**src/rtl/fifo_feeder_tx_if.sv**
```systemverilog
// Producer/phy-side bundle for the four-lane transmit feeder.
// The master side pushes bytes and drives phy_ready; the slave side is the feeder.
interface fifo_feeder_tx_if #(
    parameter int DATA_W = 8
);
    logic [4*DATA_W-1:0] data_in;
    logic [3:0]          push;
    logic                phy_ready;
    logic [DATA_W-1:0]   in0_tx;
    logic [DATA_W-1:0]   in1_tx;
    logic [DATA_W-1:0]   in2_tx;
    logic [DATA_W-1:0]   in3_tx;
    logic                valid_in0_tx;
    logic                valid_in1_tx;
    logic                valid_in2_tx;
    logic                valid_in3_tx;
    logic [3:0]          full;
    logic [3:0]          empty;
    logic [3:0]          almost_full;
    logic [3:0]          almost_empty;
    logic [3:0]          err_ovf;
    logic [1:0]          state;

    modport master (
        output data_in, push, phy_ready,
        input  in0_tx, in1_tx, in2_tx, in3_tx,
        input  valid_in0_tx, valid_in1_tx, valid_in2_tx, valid_in3_tx,
        input  full, empty, almost_full, almost_empty, err_ovf, state
    );

    modport slave (
        input  data_in, push, phy_ready,
        output in0_tx, in1_tx, in2_tx, in3_tx,
        output valid_in0_tx, valid_in1_tx, valid_in2_tx, valid_in3_tx,
        output full, empty, almost_full, almost_empty, err_ovf, state
    );
endinterface

```
**src/rtl/fifo_feeder_tx.sv**
```systemverilog
// Four independent byte FIFOs draining into registered phy lanes,
// gated by phy_ready and a small IDLE/ACTIVE/PAUSE controller.
module fifo_feeder_tx #(
    parameter int DATA_W    = 8,
    parameter int ADDR_W    = 2,
    parameter int AFULL_TH  = 3,
    parameter int AEMPTY_TH = 1
) (
    input logic               clk_f,
    input logic               reset,
    fifo_feeder_tx_if.slave   bus
);
    localparam int DEPTH = 2**ADDR_W;
    localparam int CW    = ADDR_W + 1;

    typedef enum logic [1:0] {
        IDLE   = 2'b00,
        ACTIVE = 2'b01,
        PAUSE  = 2'b10
    } state_t;

    state_t            r_state;
    logic [DATA_W-1:0] r_mem    [4][DEPTH];
    logic [ADDR_W-1:0] r_wr_ptr [4];
    logic [ADDR_W-1:0] r_rd_ptr [4];
    logic [CW-1:0]     r_count  [4];
    logic [DATA_W-1:0] r_tx     [4];
    logic [3:0]        r_valid;
    logic [3:0]        r_err;

    logic [3:0] w_full;
    logic [3:0] w_empty;
    logic [3:0] w_afull;
    logic [3:0] w_aempty;
    logic [3:0] w_pop;
    logic [3:0] w_wr;
    logic [3:0] w_ovf;

    always_comb begin
        w_full   = '0;
        w_empty  = '0;
        w_afull  = '0;
        w_aempty = '0;
        w_pop    = '0;
        w_wr     = '0;
        w_ovf    = '0;
        for (int i = 0; i < 4; i++) begin
            w_full[i]   = r_count[i] == CW'(DEPTH);
            w_empty[i]  = r_count[i] == '0;
            w_afull[i]  = r_count[i] >= CW'(AFULL_TH);
            w_aempty[i] = r_count[i] <= CW'(AEMPTY_TH);
            w_pop[i]    = (r_state != PAUSE) & bus.phy_ready & ~w_empty[i];
            // A full lane still accepts a byte when it pops the same cycle
            w_wr[i]     = bus.push[i] & (~w_full[i] | w_pop[i]);
            w_ovf[i]    = bus.push[i] & w_full[i] & ~w_pop[i];
        end
    end

    always_ff @(posedge clk_f) begin
        for (int i = 0; i < 4; i++) begin
            if (w_wr[i])
                r_mem[i][r_wr_ptr[i]] <= bus.data_in[i*DATA_W +: DATA_W];
        end
    end

    always_ff @(posedge clk_f or negedge reset) begin
        if (!reset) begin
            for (int i = 0; i < 4; i++) begin
                r_wr_ptr[i] <= '0;
                r_rd_ptr[i] <= '0;
                r_count[i]  <= '0;
                r_tx[i]     <= '0;
            end
            r_valid <= '0;
            r_err   <= '0;
        end else begin
            for (int i = 0; i < 4; i++) begin
                if (w_wr[i])
                    r_wr_ptr[i] <= r_wr_ptr[i] + ADDR_W'(1);
                if (w_pop[i]) begin
                    r_rd_ptr[i] <= r_rd_ptr[i] + ADDR_W'(1);
                    r_tx[i]     <= r_mem[i][r_rd_ptr[i]];
                end
                if (w_wr[i] && !w_pop[i])
                    r_count[i] <= r_count[i] + CW'(1);
                else if (!w_wr[i] && w_pop[i])
                    r_count[i] <= r_count[i] - CW'(1);
            end
            r_valid <= w_pop;
            r_err   <= r_err | w_ovf;
        end
    end

    always_ff @(posedge clk_f or negedge reset) begin
        if (!reset) begin
            r_state <= IDLE;
        end else begin
            unique case (r_state)
                IDLE:
                    if (!(&w_empty) && bus.phy_ready)
                        r_state <= ACTIVE;
                ACTIVE:
                    if (!bus.phy_ready)
                        r_state <= PAUSE;
                    else if (&w_empty && bus.push == 4'b0)
                        r_state <= IDLE;
                PAUSE:
                    if (bus.phy_ready)
                        r_state <= ACTIVE;
                default:
                    r_state <= IDLE;
            endcase
        end
    end

    assign bus.in0_tx       = r_tx[0];
    assign bus.in1_tx       = r_tx[1];
    assign bus.in2_tx       = r_tx[2];
    assign bus.in3_tx       = r_tx[3];
    assign bus.valid_in0_tx = r_valid[0];
    assign bus.valid_in1_tx = r_valid[1];
    assign bus.valid_in2_tx = r_valid[2];
    assign bus.valid_in3_tx = r_valid[3];
    assign bus.full         = w_full;
    assign bus.empty        = w_empty;
    assign bus.almost_full  = w_afull;
    assign bus.almost_empty = w_aempty;
    assign bus.err_ovf      = r_err;
    assign bus.state        = r_state;
endmodule

```
**src/flat_wrapper.sv**
```systemverilog
// flat-port wrapper written by rule: the top's interface ports become plain ports
module fifo_feeder_tx_flat 
#(
    parameter int DATA_W    = 8,
    parameter int ADDR_W    = 2,
    parameter int AFULL_TH  = 3,
    parameter int AEMPTY_TH = 1
)
  (clk_f, reset, bus_data_in, bus_push, bus_phy_ready, bus_in0_tx, bus_in1_tx, bus_in2_tx, bus_in3_tx, bus_valid_in0_tx, bus_valid_in1_tx, bus_valid_in2_tx, bus_valid_in3_tx, bus_full, bus_empty, bus_almost_full, bus_almost_empty, bus_err_ovf, bus_state);
  fifo_feeder_tx_if #(.DATA_W(DATA_W)) bus_i ();
  input logic clk_f;
  input logic reset;
  input wire logic [$bits(bus_i.data_in)-1:0] bus_data_in;
  input wire logic [$bits(bus_i.push)-1:0] bus_push;
  input wire logic [$bits(bus_i.phy_ready)-1:0] bus_phy_ready;
  output wire logic [$bits(bus_i.in0_tx)-1:0] bus_in0_tx;
  output wire logic [$bits(bus_i.in1_tx)-1:0] bus_in1_tx;
  output wire logic [$bits(bus_i.in2_tx)-1:0] bus_in2_tx;
  output wire logic [$bits(bus_i.in3_tx)-1:0] bus_in3_tx;
  output wire logic [$bits(bus_i.valid_in0_tx)-1:0] bus_valid_in0_tx;
  output wire logic [$bits(bus_i.valid_in1_tx)-1:0] bus_valid_in1_tx;
  output wire logic [$bits(bus_i.valid_in2_tx)-1:0] bus_valid_in2_tx;
  output wire logic [$bits(bus_i.valid_in3_tx)-1:0] bus_valid_in3_tx;
  output wire logic [$bits(bus_i.full)-1:0] bus_full;
  output wire logic [$bits(bus_i.empty)-1:0] bus_empty;
  output wire logic [$bits(bus_i.almost_full)-1:0] bus_almost_full;
  output wire logic [$bits(bus_i.almost_empty)-1:0] bus_almost_empty;
  output wire logic [$bits(bus_i.err_ovf)-1:0] bus_err_ovf;
  output wire logic [$bits(bus_i.state)-1:0] bus_state;
  assign bus_i.data_in = bus_data_in;
  assign bus_i.push = bus_push;
  assign bus_i.phy_ready = bus_phy_ready;
  assign bus_in0_tx = bus_i.in0_tx;
  assign bus_in1_tx = bus_i.in1_tx;
  assign bus_in2_tx = bus_i.in2_tx;
  assign bus_in3_tx = bus_i.in3_tx;
  assign bus_valid_in0_tx = bus_i.valid_in0_tx;
  assign bus_valid_in1_tx = bus_i.valid_in1_tx;
  assign bus_valid_in2_tx = bus_i.valid_in2_tx;
  assign bus_valid_in3_tx = bus_i.valid_in3_tx;
  assign bus_full = bus_i.full;
  assign bus_empty = bus_i.empty;
  assign bus_almost_full = bus_i.almost_full;
  assign bus_almost_empty = bus_i.almost_empty;
  assign bus_err_ovf = bus_i.err_ovf;
  assign bus_state = bus_i.state;
  fifo_feeder_tx #(.DATA_W(DATA_W), .ADDR_W(ADDR_W), .AFULL_TH(AFULL_TH), .AEMPTY_TH(AEMPTY_TH)) u_core (.clk_f(clk_f), .reset(reset), .bus(bus_i));
endmodule
```
**config.mk**
```make
export PLATFORM = sky130hd
export DESIGN_NAME = fifo_feeder_tx_flat
export DESIGN_NICKNAME = d
export VERILOG_FILES = /design/src/rtl/fifo_feeder_tx_if.sv /design/src/rtl/fifo_feeder_tx.sv /design/src/flat_wrapper.sv
export SDC_FILE = /design/constraint.sdc
export NUM_CORES = 1
export LEC_CHECK = 0
export ABC_AREA = 1
export CAP_MARGIN = 40
export CORE_MARGIN = 5
export CORE_UTILIZATION = 56
export DETAILED_ROUTE_END_ITERATION = 8
export HOLD_SLACK_MARGIN = 0.12
export PLACE_DENSITY = 0.82
export SETUP_SLACK_MARGIN = 0.05
export SLEW_MARGIN = 10
export SYNTH_ARGS = -nofsm -noshare
export SYNTH_HDL_FRONTEND = slang
export SYNTH_SLANG_ARGS = --single-unit
```
**constraint.sdc**
```tcl
create_clock -name clk_f -period 2.2 [get_ports clk_f]
set_input_delay 0.33 -clock clk_f [delete_from_list [all_inputs] [get_ports clk_f]]
set_output_delay 0.33 -clock clk_f [all_outputs]
set_load 0.01 [all_outputs]
```
==> results.json, run 1 <==
{
  "status": "complete, no violations",
  "yosys_most_used_dff": "edfxtp_1",
  "path_common_cell": "ha_1",
  "routed_via_density": 5.07,
  "dp.cells": 1091,
  "fp.dieH_um": 134,
  "synth_mux_area_share_pct": 0,
  "hp-class": "in -> async",
  "fmax_ghz": 0.481,
  "synth_fp_nets": 878,
  "initial_utilization_pct": 56.9,
  "diodes": 0,
  "final_cells": 1127,
  "critPathSlowestCell": "dfrtp_1",
  "syn_to_final_growth_pct": 21.6,
  "portBuffers": 96,
  "grt_pass1_wl_um": 27600,
  "yosysTopAreaCell": "edfxtp_1",
  "overflow": 0,
  "synth_common_cells": "nor2_1, nand2_1, edfxtp_1, o21ai_0, dfrtp_1",
  "total_power_mw": 14.3,
  "final_nets": 1005,
  "ant_nets": 0,
  "gp_congestion": 0.782,
  "cts_tree": "done",
  "clock_path_buffers": 2,
  "async_flop_share_pct": 35.4,
  "crit_path_end_kind": "output pin",
  "grt_antenna_before_repair": 0,
  "final_layout_size_suffix_gt1_share_pct": 12.0,
  "swShare_pct": 36.2,
  "drv_slew": 0,
  "p_int_mw": 9.10,
  "power_frac_seq_pct": 40.0,
  "io_pins": 97,
  "clkLatencyLatePin_ps": 430,
  "yosys.area_share.adder_pct": 5.79,
  "fp.dieW_um": 134,
  "power_density_nw_per_um2": 1360,
  "setup_tns_ps": 0,
  "drc": 0,
  "cts-buffers-inserted": 17,
  "skew_ps": 9.50,
  "leakage_nw": 4.58,
  "synth_edf_count": 128,
  "hold_viol": 0,
  "combPwrFrac_pct": 38.0,
  "setup_slack_ps": 121,
  "hpwlAfterDp_um": 11800,
  "syn_inst": 799,
  "min_period_ps": 2080,
  "required_ps": 1870,
  "clkTransAtPathRegs_ps": 70,
  "cap_violations": 0,
  "synth_top_family_by_area": "simple AND/OR/NAND/NOR gates",
  "peakVddDrop_uv": 707,
  "nFillCells": 1099,
  "synth.distinct_cells": 27,
  "setup_viol": 0,
  "drt_wl_total_um": 16900,
  "synth.avg_cell_area_um2": 10.8,
  "dp_slack_ps": 66.9,
  "yosysMostFrequentCell": "nor2_1",
  "startpoint_type": "flip-flop",
  "yosys_warnings": 0,
  "cts.sinks": 198,
  "path_cells": "ha_1 > ha_1 > nor2_1 > o21ai_0 > dlygate4sd2_1",
  "max_slew_margin_pct": 60.8,
  "h-tree-depth": 4,
  "yosys.area_share.simple_pct": 17.0,
  "synthTopCellsByArea": "edfxtp_1, dfrtp_1, nor2_1",
  "synth_compound_area_share_pct": 5.84,
  "path_max_fanout": 4,
  "crit_arrival_ps": 1750,
  "ys_seq_area_share_pct": 64.7,
  "clockRootBuffer": "clkbuf_16",
  "synth_top_area_share_pct": 44.4,
  "core_um2": 15200,
  "post-route-period-util_pct": 94.5,
  "grt_max_degree": 41,
  "syn_area_um2": 8650,
  "ys_seq_elements": 198,
  "path_class": "reg -> out",
  "worstMarginPinSlew_ps": 588,
  "dr_total_vias": 5710,
  "clock_power_share_pct": 21.9,
  "grt_pass1_vias": 5576,
  "grt_usage_pct": 19.8,
  "synth_xor_area_share_pct": 1.62,
  "drt_pass1_iterations": 7,
  "rsz0062_at_grt": "yes",
  "startpoint": "u_core.r_count[3]",
  "cpPeakStageDelay_ps": 410,
  "routedWlPerCell_um": 15.0,
  "drt-initial-drc-count": 411,
  "rows": 45,
  "p_switching_mw": 5.17,
  "die_area_um2": 18000,
  "reg2reg_from": "u_core.r_count[0]"
}
## cell usage in the layout, fill, tap and decap left out, types with 20 or more instances in the layout
cell / netlist / layout
nor2_1: 168 / 168
ha_1: 40 / 39
clkdlybuf4s50_1: 0 / 79
inv_2: 14 / 20
nand2_1: 162 / 162
edfxtp_1: 128 / 128
inv_1: 54 / 48
o21ai_0: 82 / 80
buf_4: 12 / 33
dfrtp_1: 70 / 69
## state kept, by name, summed over array words and instances (netlist names)
| signal | count |
|---|---|
| u_core.r_mem | 128 |
| u_core.r_count | 12 |
| u_core.bus.in0_tx | 8 |
| u_core.bus.in1_tx | 8 |
| u_core.bus.in2_tx | 8 |
| u_core.bus.in3_tx | 8 |
| u_core.r_rd_ptr | 8 |
| u_core.r_wr_ptr | 8 |
| u_core.bus.err_ovf | 4 |
| u_core.r_valid | 4 |
| u_core.bus.state | 2 |
## through the flow
| stage | utilization (%) | cell area (um2) | hold slack, ps |
|---|---|---|---|
| global placement | 65.1 | 9890 | 351 |
| CTS | 69.0 | 10500 | 439 |
| floorplan | - | 8650 | 34.4 |
| finish | 69.2 | 10500 | 438 |
| global route | 69.2 | 10500 | 481 |
| detailed placement | 65.1 | 9890 | 370 |
## worst paths after layout
path	to	slack [ps]	cells past startpoint
max reg2reg	u_core.r_count[2]	270	11
min reg2reg	u_core.bus.in0_tx[1]	480	2
min	u_core.bus.in0_tx[6]	440	2
max	bus_almost_full[2]	120	5
max in group asynchronous	u_core.r_count[6]	1160	3
min in group clk_f	u_core.bus.in0_tx[1]	480	2
## layer usage
metal	vias up	global-route usage [%]	routed length, um
met3	29	4.28	781
met4	0	8.94	441
met5	-	0	0
li1	2845	-	-
met1	2684	24.5	7110
met2	152	33.6	8620
## power groups by stage
stage / sequential, mW / clock, mW / combinational [mW]
6_report: 5.71 / 3.13 / 5.43
4_1_cts: 5.71 / 3.19 / 5.44
5_1_grt: 5.84 / 3.34 / 6.18
3_3_place_gp: 5.73 / 0 / 5.35
2_1_floorplan: 5.72 / 0 / 3.39
3_5_place_dp: 5.77 / 0 / 5.50
## what timing repair did
item                                   4_1_cts  5_1_grt
buffers inserted                             0        3
hold buffers                                 1        0
pin swaps                                    0        0
gates resized for setup                     18       11
setup endpoints to repair                   16        8
endpoints found under the hold margin       37        0
## final cells by class
| class | instances | area (um2) | share of cell area (%) |
|---|---|---|---|
| Tap cell | 188 | 235 | 2.24 |
| Timing Repair Buffer | 129 | 1190 | 11.3 |
| Sequential cell | 198 | 5600 | 53.2 |
| Clock inverter | 14 | 166 | 1.58 |
| Inverter | 72 | 270 | 2.57 |
| Multi-Input combinational cell | 508 | 2620 | 24.9 |
| Clock buffer | 18 | 439 | 4.17 |
## logic make-up (layout without fill, tap and decap cells)
family | after synthesis | count (layout)
DFF | 198 | 198
adders and majority gates | 40 | 40
and+or+nand+nor | 354 | 354
AOI/OAI and AO/OA | 98 | 98
xor gates and xnor gates | 16 | 16
buffers and inverters | 93 | 233
## worst max-delay path: cells and delay by family, from the launching register on
kind                       cells  cell delay (ps)
DFF                            1              410
adders and majority gates      2              380
buffers and inverters          1              310
AOI/OAI and AO/OA              1              130
and+or+nand+nor                1               80
Note: power is estimated with default switching activity, not from simulation.
==> run 2: changes to the inputs <==
- HOLD_SLACK_MARGIN: 0.12 -> unset
==> results of run 2 <==
Same layout as run 1: the final DEF is identical, and so are final timing and power.
==> run 3: changes to the inputs <==
- SKIP_CTS_REPAIR_TIMING: unset -> 1
==> results.json, run 3 (synthesis gave the netlist of run 1 again) <==
{
  "post-route-period-util_pct": 90.2,
  "crit_arrival_ps": 1650,
  "fp.dieW_um": 134,
  "grt_usage_pct": 19.8,
  "grt_max_degree": 41,
  "rsz0062_at_grt": "no",
  "setup_tns_ps": 0,
  "route.met3.wl_um": 740,
  "portBuffers": 96,
  "cts-buffers-inserted": 17,
  "peakVddDrop_uv": 723,
  "hp-class": "in -> async",
  "max_slew_margin_pct": 60.8,
  "fmax_ghz": 0.504,
  "setup_viol": 0,
  "cts.sinks": 198,
  "overflow": 0,
  "clkLatencyLatePin_ps": 440,
  "reg2reg_to": "u_core.r_count[2]",
  "grt_antenna_before_repair": 0,
  "dr_total_vias": 5655,
  "largest_register_ffs": 128,
  "final-seq-area_um2": 5600,
  "crit_path_end_kind": "output pin",
  "highest_layer": "met4",
  "fin_util_pct": 69.4,
  "gp_congestion": 0.782,
  "routedWlPerCell_um": 15.1,
  "leakage_nw": 4.73,
  "layout_commonest_cell": "nor2_1",
  "drv_slew": 0,
  "ant_nets": 0,
  "io_pins": 97,
  "grt_pass1_vias": 5572,
  "clkTransAtPathRegs_ps": 70,
  "core_um2": 15200,
  "drt_wl_total_um": 17000,
  "reg2reg_from": "u_core.r_count[0]",
  "final_cell_mix": "nor2_1, nand2_1, edfxtp_1",
  "startpoint_type": "flip-flop",
  "initial_utilization_pct": 56.9,
  "h-tree-depth": 4,
  "met2_length_um": 8620,
  "cts_tree": "done",
  "final_nets": 1002,
  "multiInputGateArea_um2": 2620,
  "status": "complete, no violations",
  "fp.dieH_um": 134,
  "min_period_ps": 1980,
  "rows": 45,
  "final_cells": 1124,
  "diodes": 0,
  "power_density_nw_per_um2": 1360,
  "cap_violations": 0,
  "clockRootBuffer": "clkbuf_16",
  "final_layout_size_suffix_gt1_share_pct": 12.0,
  "drt-initial-drc-count": 433,
  "nFillCells": 1090,
  "path_class": "reg -> out",
  "drc": 0,
  "required_ps": 1870,
  "path_max_fanout": 4,
  "drt_pass1_iterations": 5,
  "grt_pass1_wl_um": 27600,
  "worstMarginPinSlew_ps": 588,
  "hpwlAfterDp_um": 11800,
  "hold_viol": 0,
  "die_area_um2": 18000,
  "syn_to_final_growth_pct": 22.0,
  "dp.cells": 1091,
  "clock_path_buffers": 2,
  "m1WireLength_um": 7190,
  "rr_worst_depth": 12,
  "skew_ps": 11.1,
  "r2r_slack_ps": 220,
  "routed_via_density": 5.03
}
-- run 3: changes by cell type in the layout (fill, tap and decap cells not counted), moves of 2 or more --
cell             before  now
inv_1                48   46
clkdlybuf4s15_1       3    0
dlymetal6s2s_1        0   16
inv_2                20   22
buf_4                33   30
dlygate4sd2_1        13    0
-- run 3: layout make-up --
cell class,count,share of cell area (%)
flip-flops and latches,198,53.0
multi-input cells,508,24.8
repair buffers,126,11.6
clock buffers,18,4.16
inverters,72,2.56
well taps,188,2.23
clock inverters,14,1.58
-- run 3: critical path, cell delays in order, from the launching register on --
cell and delay [ps]:
dfrtp_1 420, ha_1 220, ha_1 170, nor2_1 80
o21ai_0 130, dlymetal6s2s_1 200
-- run 3: metal layers --
metal / up-vias / track usage, %
li1: 2839 / -
met1: 2649 / 24.5
met2: 139 / 33.6
met3: 28 / 4.24
met4: 0 / 8.94
met5: - / 0
-- run 3: power by group --
| group | leakage, nW | switching, mW | internal, mW |
|---|---|---|---|
| Combinational | 2.42 | 3.15 | 2.30 |
| Sequential | 2.01 | 0.630 | 5.09 |
| Clock | 0.299 | 1.40 | 1.74 |
-- run 3: how the worst max path moves through the flow --
stage / slack [ps] / from / to
2_1_floorplan: 410 / u_core.r_count[0] / u_core.r_count[2]
3_3_place_gp: 160 / bus_phy_ready / u_core.r_count[5]
3_5_place_dp: 70 / bus_phy_ready / u_core.r_count[2]
4_1_cts: -170 / u_core.r_count[7] / bus_empty[1]
5_1_grt: 50 / u_core.r_count[0] / u_core.r_count[2]
6_report: 220 / u_core.r_count[3] / bus_almost_full[2]
-- run 3: metrics by stage --
step / worst slack (ps) / power [mW] / instance area [um2] / hold WS, ps
after global placement: 164 / 11.1 / 9890 / 351
after detailed placement: 66.9 / 11.3 / 9890 / 370
after CTS: -173 / 14.5 / 10500 / -105
final: 216 / 14.3 / 10600 / 441
after global routing: 53.3 / 15.4 / 10600 / 481
after floorplan: 407 / 9.11 / 8650 / 34.4
